===== src/rtl/fm_discriminator_gen.sv =====
// Iterative CORDIC phase/frequency discriminator: one vectoring iteration per
// clock, mode-folded phase error, frequency differencing and block averaging.
module fm_discriminator_gen #(
  parameter int IN_W     = 18,
  parameter int PH_W     = 12,
  parameter int MAG_W    = 13,
  parameter int AVG_LOG2 = 2
) (
  input  logic             clk,
  input  logic             reset,
  input  logic             sync,
  input  logic [IN_W-1:0]  iIn,
  input  logic [IN_W-1:0]  qIn,
  input  logic [4:0]       demodMode,
  input  logic             clrOverrun,
  output logic [PH_W-1:0]  phase,
  output logic [PH_W-1:0]  phaseError,
  output logic [PH_W-1:0]  freq,
  output logic [PH_W-1:0]  freqError,
  output logic [MAG_W-1:0] mag,
  output logic [PH_W-1:0]  freqAvg,
  output logic             syncOut,
  output logic             avgValid,
  output logic             busy,
  output logic             overrun
);

  localparam logic [4:0] MODE_AM     = 5'd0;
  localparam logic [4:0] MODE_PM     = 5'd1;
  localparam logic [4:0] MODE_FM     = 5'd2;
  localparam logic [4:0] MODE_2FSK   = 5'd3;
  localparam logic [4:0] MODE_BPSK   = 5'd4;
  localparam logic [4:0] MODE_QPSK   = 5'd5;
  localparam logic [4:0] MODE_OQPSK  = 5'd6;
  localparam logic [4:0] MODE_UQPSK  = 5'd7;
  localparam logic [4:0] MODE_AUQPSK = 5'd8;
  localparam logic [4:0] MODE_AQPSK  = 5'd9;

  localparam int XW = IN_W + 2;
  localparam int KW = $clog2(PH_W);
  localparam logic [PH_W-1:0] HALF_TURN   = {1'b1, {(PH_W-1){1'b0}}};
  localparam logic [PH_W-1:0] EIGHTH_TURN = HALF_TURN >> 2;

  typedef enum logic [1:0] {IDLE, ROTATE, POST} stateT;

  stateT state, nextState;

  logic signed [XW-1:0] xReg, yReg, xShift, yShift, iExt, qExt;
  logic [PH_W-1:0]      zReg, atanK;
  logic [KW-1:0]        iter;
  logic [PH_W-1:0]      prevPhase, prevPhaseError;
  logic                 polarityFlag;
  logic [PH_W-1:0]      phaseErrNew, phaseDiff, freqNew;

  // Elaboration-time arctangent table, one entry per iteration, in turns.
  function automatic logic [PH_W-1:0] atanEntry(input int k);
    real turns;
    turns = $atan(1.0 / (2.0 ** k)) / (2.0 * 3.14159265358979);
    return PH_W'($rtoi(turns * (2.0 ** PH_W) + 0.5));
  endfunction

  logic [PH_W-1:0] atanTable [2**KW];
  for (genvar g = 0; g < 2**KW; g++) begin : gAtan
    assign atanTable[g] = atanEntry(g);
  end

  assign atanK  = atanTable[iter];
  assign xShift = xReg >>> iter;
  assign yShift = yReg >>> iter;
  assign iExt   = {{2{iIn[IN_W-1]}}, iIn};
  assign qExt   = {{2{qIn[IN_W-1]}}, qIn};
  assign busy   = (state != IDLE);

  always_ff @(posedge clk or negedge reset) begin
    if (!reset) state <= IDLE;
    else        state <= nextState;
  end

  always_comb begin
    // NOTE: every always_comb output gets a default first so no path infers a latch.
    nextState = state;
    case (state)
      IDLE:    if (sync) nextState = ROTATE;
      ROTATE:  if (iter == KW'(PH_W-1)) nextState = POST;
      POST:    nextState = IDLE;
      default: nextState = IDLE;
    endcase
  end

  // Pre-rotation folds the left half-plane into the right so vectoring converges.
  always_ff @(posedge clk or negedge reset) begin
    // NOTE: sequential state uses non-blocking assignments so every register
    // samples pre-edge values regardless of statement order.
    if (!reset) begin
      xReg <= '0;
      yReg <= '0;
      zReg <= '0;
      iter <= '0;
    end else begin
      case (state)
        IDLE: begin
          if (sync) begin
            iter <= '0;
            if (iIn[IN_W-1]) begin
              xReg <= -iExt;
              yReg <= -qExt;
              zReg <= HALF_TURN;
            end else begin
              xReg <= iExt;
              yReg <= qExt;
              zReg <= '0;
            end
          end
        end
        ROTATE: begin
          iter <= iter + 1'b1;
          if (!yReg[XW-1]) begin
            xReg <= xReg + yShift;
            yReg <= yReg - xShift;
            zReg <= zReg + atanK;
          end else begin
            xReg <= xReg - yShift;
            yReg <= yReg + xShift;
            zReg <= zReg - atanK;
          end
        end
        default: ;
      endcase
    end
  end

  always_comb begin
    phaseErrNew = '0;
    case (demodMode)
      MODE_PM, MODE_FM, MODE_2FSK:        phaseErrNew = zReg;
      MODE_BPSK, MODE_UQPSK, MODE_AUQPSK: phaseErrNew = zReg << 1;
      MODE_QPSK, MODE_OQPSK, MODE_AQPSK:  phaseErrNew = (zReg - EIGHTH_TURN) << 2;
      MODE_AM:                            phaseErrNew = '0;
      default:                            phaseErrNew = '0;
    endcase
  end

  // An exact half-turn step has no sign; alternate the bias so it averages out.
  assign phaseDiff = zReg - prevPhase;
  assign freqNew   = (phaseDiff != HALF_TURN) ? phaseDiff :
                     (polarityFlag ? HALF_TURN + 1'b1 : HALF_TURN - 1'b1);

  always_ff @(posedge clk or negedge reset) begin
    if (!reset) begin
      phase          <= '0;
      phaseError     <= '0;
      freq           <= '0;
      freqError      <= '0;
      mag            <= '0;
      syncOut        <= 1'b0;
      prevPhase      <= '0;
      prevPhaseError <= '0;
      polarityFlag   <= 1'b1;
      overrun        <= 1'b0;
    end else begin
      syncOut <= (state == POST);
      if (state == POST) begin
        phase          <= zReg;
        phaseError     <= phaseErrNew;
        freq           <= freqNew;
        freqError      <= phaseErrNew - prevPhaseError;
        mag            <= xReg[IN_W -: MAG_W];
        prevPhase      <= zReg;
        prevPhaseError <= phaseErrNew;
        if (phaseDiff == HALF_TURN) polarityFlag <= ~polarityFlag;
      end
      if (clrOverrun)      overrun <= 1'b0;
      if (sync && busy)    overrun <= 1'b1;
    end
  end

  if (AVG_LOG2 > 0) begin : gAvg
    localparam int AW = PH_W + AVG_LOG2;
    logic signed [AW-1:0] acc, accSum;
    logic [AVG_LOG2-1:0]  count;

    assign accSum = acc + {{AVG_LOG2{freqNew[PH_W-1]}}, freqNew};

    always_ff @(posedge clk or negedge reset) begin
      if (!reset) begin
        acc      <= '0;
        count    <= '0;
        freqAvg  <= '0;
        avgValid <= 1'b0;
      end else begin
        avgValid <= 1'b0;
        if (state == POST) begin
          count <= count + 1'b1;
          if (&count) begin
            freqAvg  <= PH_W'(accSum >>> AVG_LOG2);
            avgValid <= 1'b1;
            acc      <= '0;
          end else begin
            acc <= accSum;
          end
        end
      end
    end
  end else begin : gNoAvg
    always_ff @(posedge clk or negedge reset) begin
      if (!reset) begin
        freqAvg  <= '0;
        avgValid <= 1'b0;
      end else begin
        avgValid <= (state == POST);
        if (state == POST) freqAvg <= freqNew;
      end
    end
  end

endmodule


===== config.mk =====
export PLATFORM = sky130hd
export DESIGN_NAME = fm_discriminator_gen
export DESIGN_NICKNAME = d
export VERILOG_FILES = /design/src/rtl/fm_discriminator_gen.sv
export SDC_FILE = /design/constraint.sdc
export NUM_CORES = 1
export LEC_CHECK = 0
export CAP_MARGIN = 10
export CORE_MARGIN = 2
export CORE_UTILIZATION = 48
export DETAILED_ROUTE_END_ITERATION = 6
export HOLD_SLACK_MARGIN = 0.06
export PLACE_DENSITY_LB_ADDON = 0.25
export SLEW_MARGIN = 25
export SYNTH_ARGS = -nofsm -noshare
export SYNTH_HDL_FRONTEND = slang
export SYNTH_SLANG_ARGS = --single-unit

===== constraint.sdc =====
create_clock -name clk -period 6.4 [get_ports clk]
set_input_delay 1.92 -clock clk [delete_from_list [all_inputs] [get_ports clk]]
set_output_delay 1.92 -clock clk [all_outputs]
set_load 0.05 [all_outputs]

==> results_dict.tcl, run 1 <==
set metrics [dict create \
    numPortBuffers 121 \
    cts_tree "built" \
    wl_per_cell_um 18.3 \
    cts_root_buffer "clkbuf_16" \
    cp-end-kind "flop" \
    fin_crit_sh_pct 92.0 \
    track_usage_pct 25.5 \
    final_cell_mix "253 x nand2_1, 153 x o21ai_0, 148 x dfrtp_1, 120 x clkdlybuf4s50_1, 115 x nor2_1" \
    finalHoldViolations 0 \
    grt_max_degree 100 \
    synthFlopType "dfrtp_1" \
    htree_levels 4 \
    die_width_um 175 \
    tightest_slew_ns 0.968 \
    syn_area_sq_um 14100 \
    failed_checks "DRC" \
    die_area_sq_um 30800 \
    ys_warn_count 0 \
    slew_viol_final 0 \
    dr.first_iter.drc_count 1047 \
    rsz0062_at_grt "no" \
    synth_fp_nets 1820 \
    hold_buffers 0 \
    cts_buffer_depth 2 \
    core_sq_um 28900 \
    numCtsBuffers 17 \
    setup_viol 0 \
    drtAntennaViolNets 0 \
    fin_skew_ns 0.0144 \
    synth-seq-cells 151 \
    clock_latency_ns 0.44 \
    yosysSeqAreaShare_pct 26.8 \
    outcome "complete, but fails checks" \
    synthesis.instances 1673 \
    die_h_um 175 \
    finalNetCount 1893 \
    clkSinkCount 151 \
    overflow 0 \
    dr.pass1.iters 7 \
    clk_pin_slew_ns 0.08 \
    slew_headroom_pct 35.5 \
    drc 2 \
    post_route_cells_drive_above_1_share_pct 7.67 \
    crit_arrival_ns 6.22 \
    gp_congestion 0.964 \
    grt_pass1_vias 12200 \
    vias 13000 \
    ys_async_sr_fraction_pct 100 \
    synth_edf_count 0 \
    initial_utilization_pct 48.9 \
    required_ns 6.73 \
    drv_cap 0 \
    io_pins 122 \
    cts_resized 0 \
    antenna_found_initial 0 \
    final_common_cell "nand2_1" \
    syn2layout_area_growth_pct 14.6 \
    via_per_inst 6.04 \
    dp.final_hpwl_um 29000 \
    min_period_ns 5.89 \
    finalSetupTns_ns 0 \
    fillers 2689 \
    rows 62 \
    num_antenna_cells 0 \
    postCtsSetupBuffers 0 \
    avgSynthCellArea_sq_um 8.43 \
    critPathLaunchType "flop" \
    fmax_ghz 0.170 \
    synth.distinct_cells 91 \
    crit_type "reg2reg" \
    cp_max_fo 20 \
    wl_um 39300 \
    hold_path.class "reg2reg" \
    grt_pass1_wl_um 63200 \
]
[synth_stat cells, types with 22 or more instances]
| library cell | number | share of area [%] |
|---|---|---|
| clkbuf_1 | 65 | 1.7 |
| nor2_1 | 115 | 3.1 |
| nand3_1 | 22 | 0.78 |
| ha_1 | 96 | 8.5 |
| nor3_1 | 33 | 1.2 |
| xor2_1 | 62 | 3.8 |
| a21oi_1 | 98 | 3.5 |
| mux4_2 | 27 | 4.3 |
| dfrtp_1 | 150 | 27 |
| mux2i_1 | 34 | 2.4 |
| nand2_1 | 253 | 6.7 |
| a31oi_1 | 27 | 1.2 |
| inv_1 | 84 | 2.2 |
| o211ai_1 | 32 | 1.7 |
| o31ai_1 | 29 | 1.5 |
| xnor2_1 | 67 | 4.2 |
| o21ai_0 | 153 | 5.4 |
[through the flow]
step           area [sq um]  util (%)  instances  hold WS, ns  setup WS, ns
6_report              16200      56.0       2143        0.477         0.509
3_3_place_gp          15500      53.8       2111        0.462         0.674
3_5_place_dp          15500      53.8       2111        0.465         0.675
4_1_cts               16200      56.0       2143        0.482         0.574
5_1_grt               16200      56.0       2143        0.505         0.104
2_1_floorplan         14100         -       1673        0.450          1.23
[area by class of cell]
type / instances / area, sq um / area share [%]
multi-input combinational: 1346 / 9560 / 59.1
tap: 384 / 480 / 2.97
clock inverter: 14 / 201 / 1.25
clock buffer: 18 / 429 / 2.65
inverter: 84 / 315 / 1.95
sequential: 151 / 3780 / 23.4
timing repair buffer: 146 / 1400 / 8.66
[final timing paths]
path | slack [ns] | cells after the start | to | from
worst max register to register | 0.51 | 21 | freqAvg[11] | zReg[0]
worst max-delay path | 0.51 | 21 | freqAvg[11] | zReg[0]
min in group asynchronous | 1.50 | 1 | freqAvg[11] | reset
worst min register to register | 0.48 | 2 | freqError[8] | freqError[8]
worst min-delay path | 0.48 | 2 | freqError[8] | freqError[8]
max in group asynchronous | 3.78 | 2 | iter[0] | reset
[metal layers]
layer  GRT usage, %  share of wire [%]  vias up  routed length (um)
li1               -                  -     6212                   -
met1           34.0                 44     6157               17100
met2           42.7                 47      492               18600
met3           4.20                6.7       93                2630
met4           7.61                2.5        0                 963
met5              0                  0        -                   0
[cells by family (layout without fill, tap and decap cells)]
logic type,after synthesis,count (layout),share of synthesized area [%]
xor gates and xnor gates,130,130,8.18
DFF,151,151,26.8
adders and majority gates,102,102,9.36
buffers and inverters,176,262,5.57
and+or+nand+nor,542,542,17.7
muxes,90,90,10.6
AOI/OAI and AO/OA,482,482,21.7
[worst max-delay path, cell delays in order, from the launching register on]
cell and delay (ns):
dfrtp_1 0.42, inv_1 0.11, ha_1 0.22, fa_1 0.41
nor2b_1 0.19, o31a_1 0.28, nor4_1 0.08, a311oi_1 0.47
o2111ai_1 0.24, and4b_1 0.29, nand2_1 0.10, or2_2 0.48
nand2_1 0.13, ha_1 0.21, o21ai_0 0.09, o21bai_1 0.24
o311ai_0 0.19, a211o_1 0.33, o21a_1 0.23, o21ai_0 0.47
xor3_1 0.30, mux2_2 0.27
[sequential cells by signal (all words and copies together) (netlist names), 12 cells and up]
register,flops
freqError,12
xReg,20
prevPhase,12
yReg,20
zReg,12
freq,12
freqAvg,12
mag,13
gAvg.acc,14
prevPhaseError,12
Power of run 1 is not shown: default switching activity piles up to over one toggle a cycle in this logic, so the estimate is an artifact.
==> inputs of run 2 (changes only) <==
--- a/config.mk
+++ b/config.mk
@@ -6,7 +6,7 @@
 export NUM_CORES = 1
 export LEC_CHECK = 0
 export CAP_MARGIN = 10
-export CORE_MARGIN = 2
+export CORE_MARGIN = 4
 export CORE_UTILIZATION = 48
 export DETAILED_ROUTE_END_ITERATION = 6
 export HOLD_SLACK_MARGIN = 0.06
==> run 2 against run 1 <==
Compared with the run above:
- sequential cell count did not move
- wire length up 1.7%
- critical endpoint unchanged
- worst hold slack about the same
- sequential share of layout area is essentially flat
- register-to-register slack improved by 0.04 ns
- first-iteration DRC count increased by 23%
- the run now ends clean
- highest routed layer is now met5
- clock-buffer cell count shrank 1
- via count barely moved
==> results_dict.tcl, run 2 (same netlist as run 1, synthesis figures left out) <==
set metrics [dict create \
    reg_top3 "xReg x20, yReg x20, gAvg.acc x14" \
    syn2layout_area_growth_pct 14.4 \
    cts_root_buffer "clkbuf_16" \
    vias 13000 \
    grt_max_degree 99 \
    io_pins 122 \
    stdcell_count 2143 \
    finalNetCount 1892 \
    via_per_inst 6.05 \
    finalSetupTns_ns 0 \
    dp.final_hpwl_um 29500 \
    postCtsSetupBuffers 0 \
    post_route_cells_drive_above_1_share_pct 7.79 \
    dr.first_iter.drc_count 1284 \
    fin_skew_ns 0.0215 \
    min_period_ns 5.86 \
    post-place-cells 2110 \
    maxUsedRoutingLayer "met5" \
    clock_latency_ns 0.45 \
    crit_arrival_ns 6.19 \
    die_area_sq_um 32200 \
    wl_met3_um 2750 \
    slew_headroom_pct 34.0 \
    die_width_um 179 \
    grt_pass1_vias 12100 \
    cts_tree "built" \
    wl_um 40000 \
    cp_max_fo 20 \
    antenna_found_initial 1 \
    outcome "finished clean" \
    required_ns 6.74 \
    initial_utilization_pct 48.9 \
    die_h_um 179 \
    grt_pass1_wl_um 64200 \
    slew_viol_final 0 \
    route.met2.wl_um 19000 \
    numPortBuffers 121 \
    track_usage_pct 23.9 \
    numCtsBuffers 17 \
    clk_pin_slew_ns 0.08 \
    core_sq_um 28900 \
    wl_per_cell_um 18.6 \
    overflow 0 \
    cts_resized 0 \
    cts_buffer_depth 2 \
    tightest_slew_ns 0.988 \
    drc 0 \
    fin_crit_sh_pct 91.5 \
    hold_path.class "reg2reg" \
    crit_type "reg2reg" \
    wl_met1_um 17300 \
    fmax_ghz 0.171 \
    critPathLaunchType "flop" \
    final_common_cell "nand2_1" \
    gp_congestion 0.969 \
    hold_buffers 0 \
    rows 62 \
    rsz0062_at_grt "no" \
    dr.pass1.iters 5 \
    final_cell_mix "252 x nand2_1, 153 x o21ai_0, 147 x dfrtp_1, 120 x clkdlybuf4s50_1, 115 x nor2_1" \
    clkSinkCount 151 \
    drtAntennaViolNets 0 \
    setup_viol 0 \
    htree_levels 4 \
    finalHoldViolations 0 \
    drv_cap 0 \
    cp-end-kind "flop" \
]
## run 2: cell count changes in the layout (fill, tap and decap cells not counted), moves of 2 or more
cell	previous run	this run
bufinv_16	3	0
clkinv_4	1	3
clkinv_8	1	5
inv_6	6	2
## run 2: per-stage QoR
step | instance area [sq um] | utilization, % | hold slack, ns | worst slack (ns)
6_report | 16100 | 55.9 | 0.478 | 0.545
5_1_grt | 16100 | 55.9 | 0.501 | 0.131
2_1_floorplan | 14100 | - | 0.450 | 1.23
4_1_cts | 16100 | 55.9 | 0.480 | 0.609
3_3_place_gp | 15500 | 53.8 | 0.461 | 0.668
3_5_place_dp | 15500 | 53.8 | 0.463 | 0.573
## run 2: layer usage
metal  vias to the layer above  GRT usage (%)
met5                         -              0
met4                         2           6.13
met3                        75           4.57
met2                       511           39.9
met1                      6174           32.0
li1                       6201              -
## run 2: area by class of cell
cell class,count,area (sq um)
sequential,151,3780
timing repair buffer,145,1390
fill,2667,12700
clock inverter,15,183
antenna,1,2.50
clock buffer,17,425
multi-input combinational,1346,9560
tap,384,480
inverter,84,315
## run 2: critical path: stages (launching register included)
cell and delay [ns]:
dfrtp_1 0.41, inv_1 0.12, ha_1 0.22, fa_1 0.41
nor2b_1 0.18, o31a_1 0.27, nor4_1 0.07, a311oi_1 0.47
o2111ai_1 0.21, and4b_1 0.28, nand2_1 0.10, or2_2 0.48
nand2_1 0.19, ha_1 0.26, a211oi_1 0.25, o21bai_1 0.16
o311ai_0 0.48, a211o_1 0.25, o21a_1 0.19, o21ai_0 0.23
xor3_1 0.25, mux2_2 0.27
## run 2: path summary, 6_finish.rpt
| kind | cells past startpoint | end | slack (ns) | from |
|---|---|---|---|---|
| min | 2 | mag[1] | 0.48 | mag[1] |
| max | 21 | freqAvg[11] | 0.54 | zReg[0] |
| max reg2reg | 21 | freqAvg[11] | 0.54 | zReg[0] |
| min reg2reg | 2 | mag[1] | 0.48 | mag[1] |
| max in group asynchronous | 2 | yReg[3] | 3.89 | reset |
| min in group asynchronous | 1 | avgValid | 1.31 | reset |
Power of run 2 is left out for the same reason.
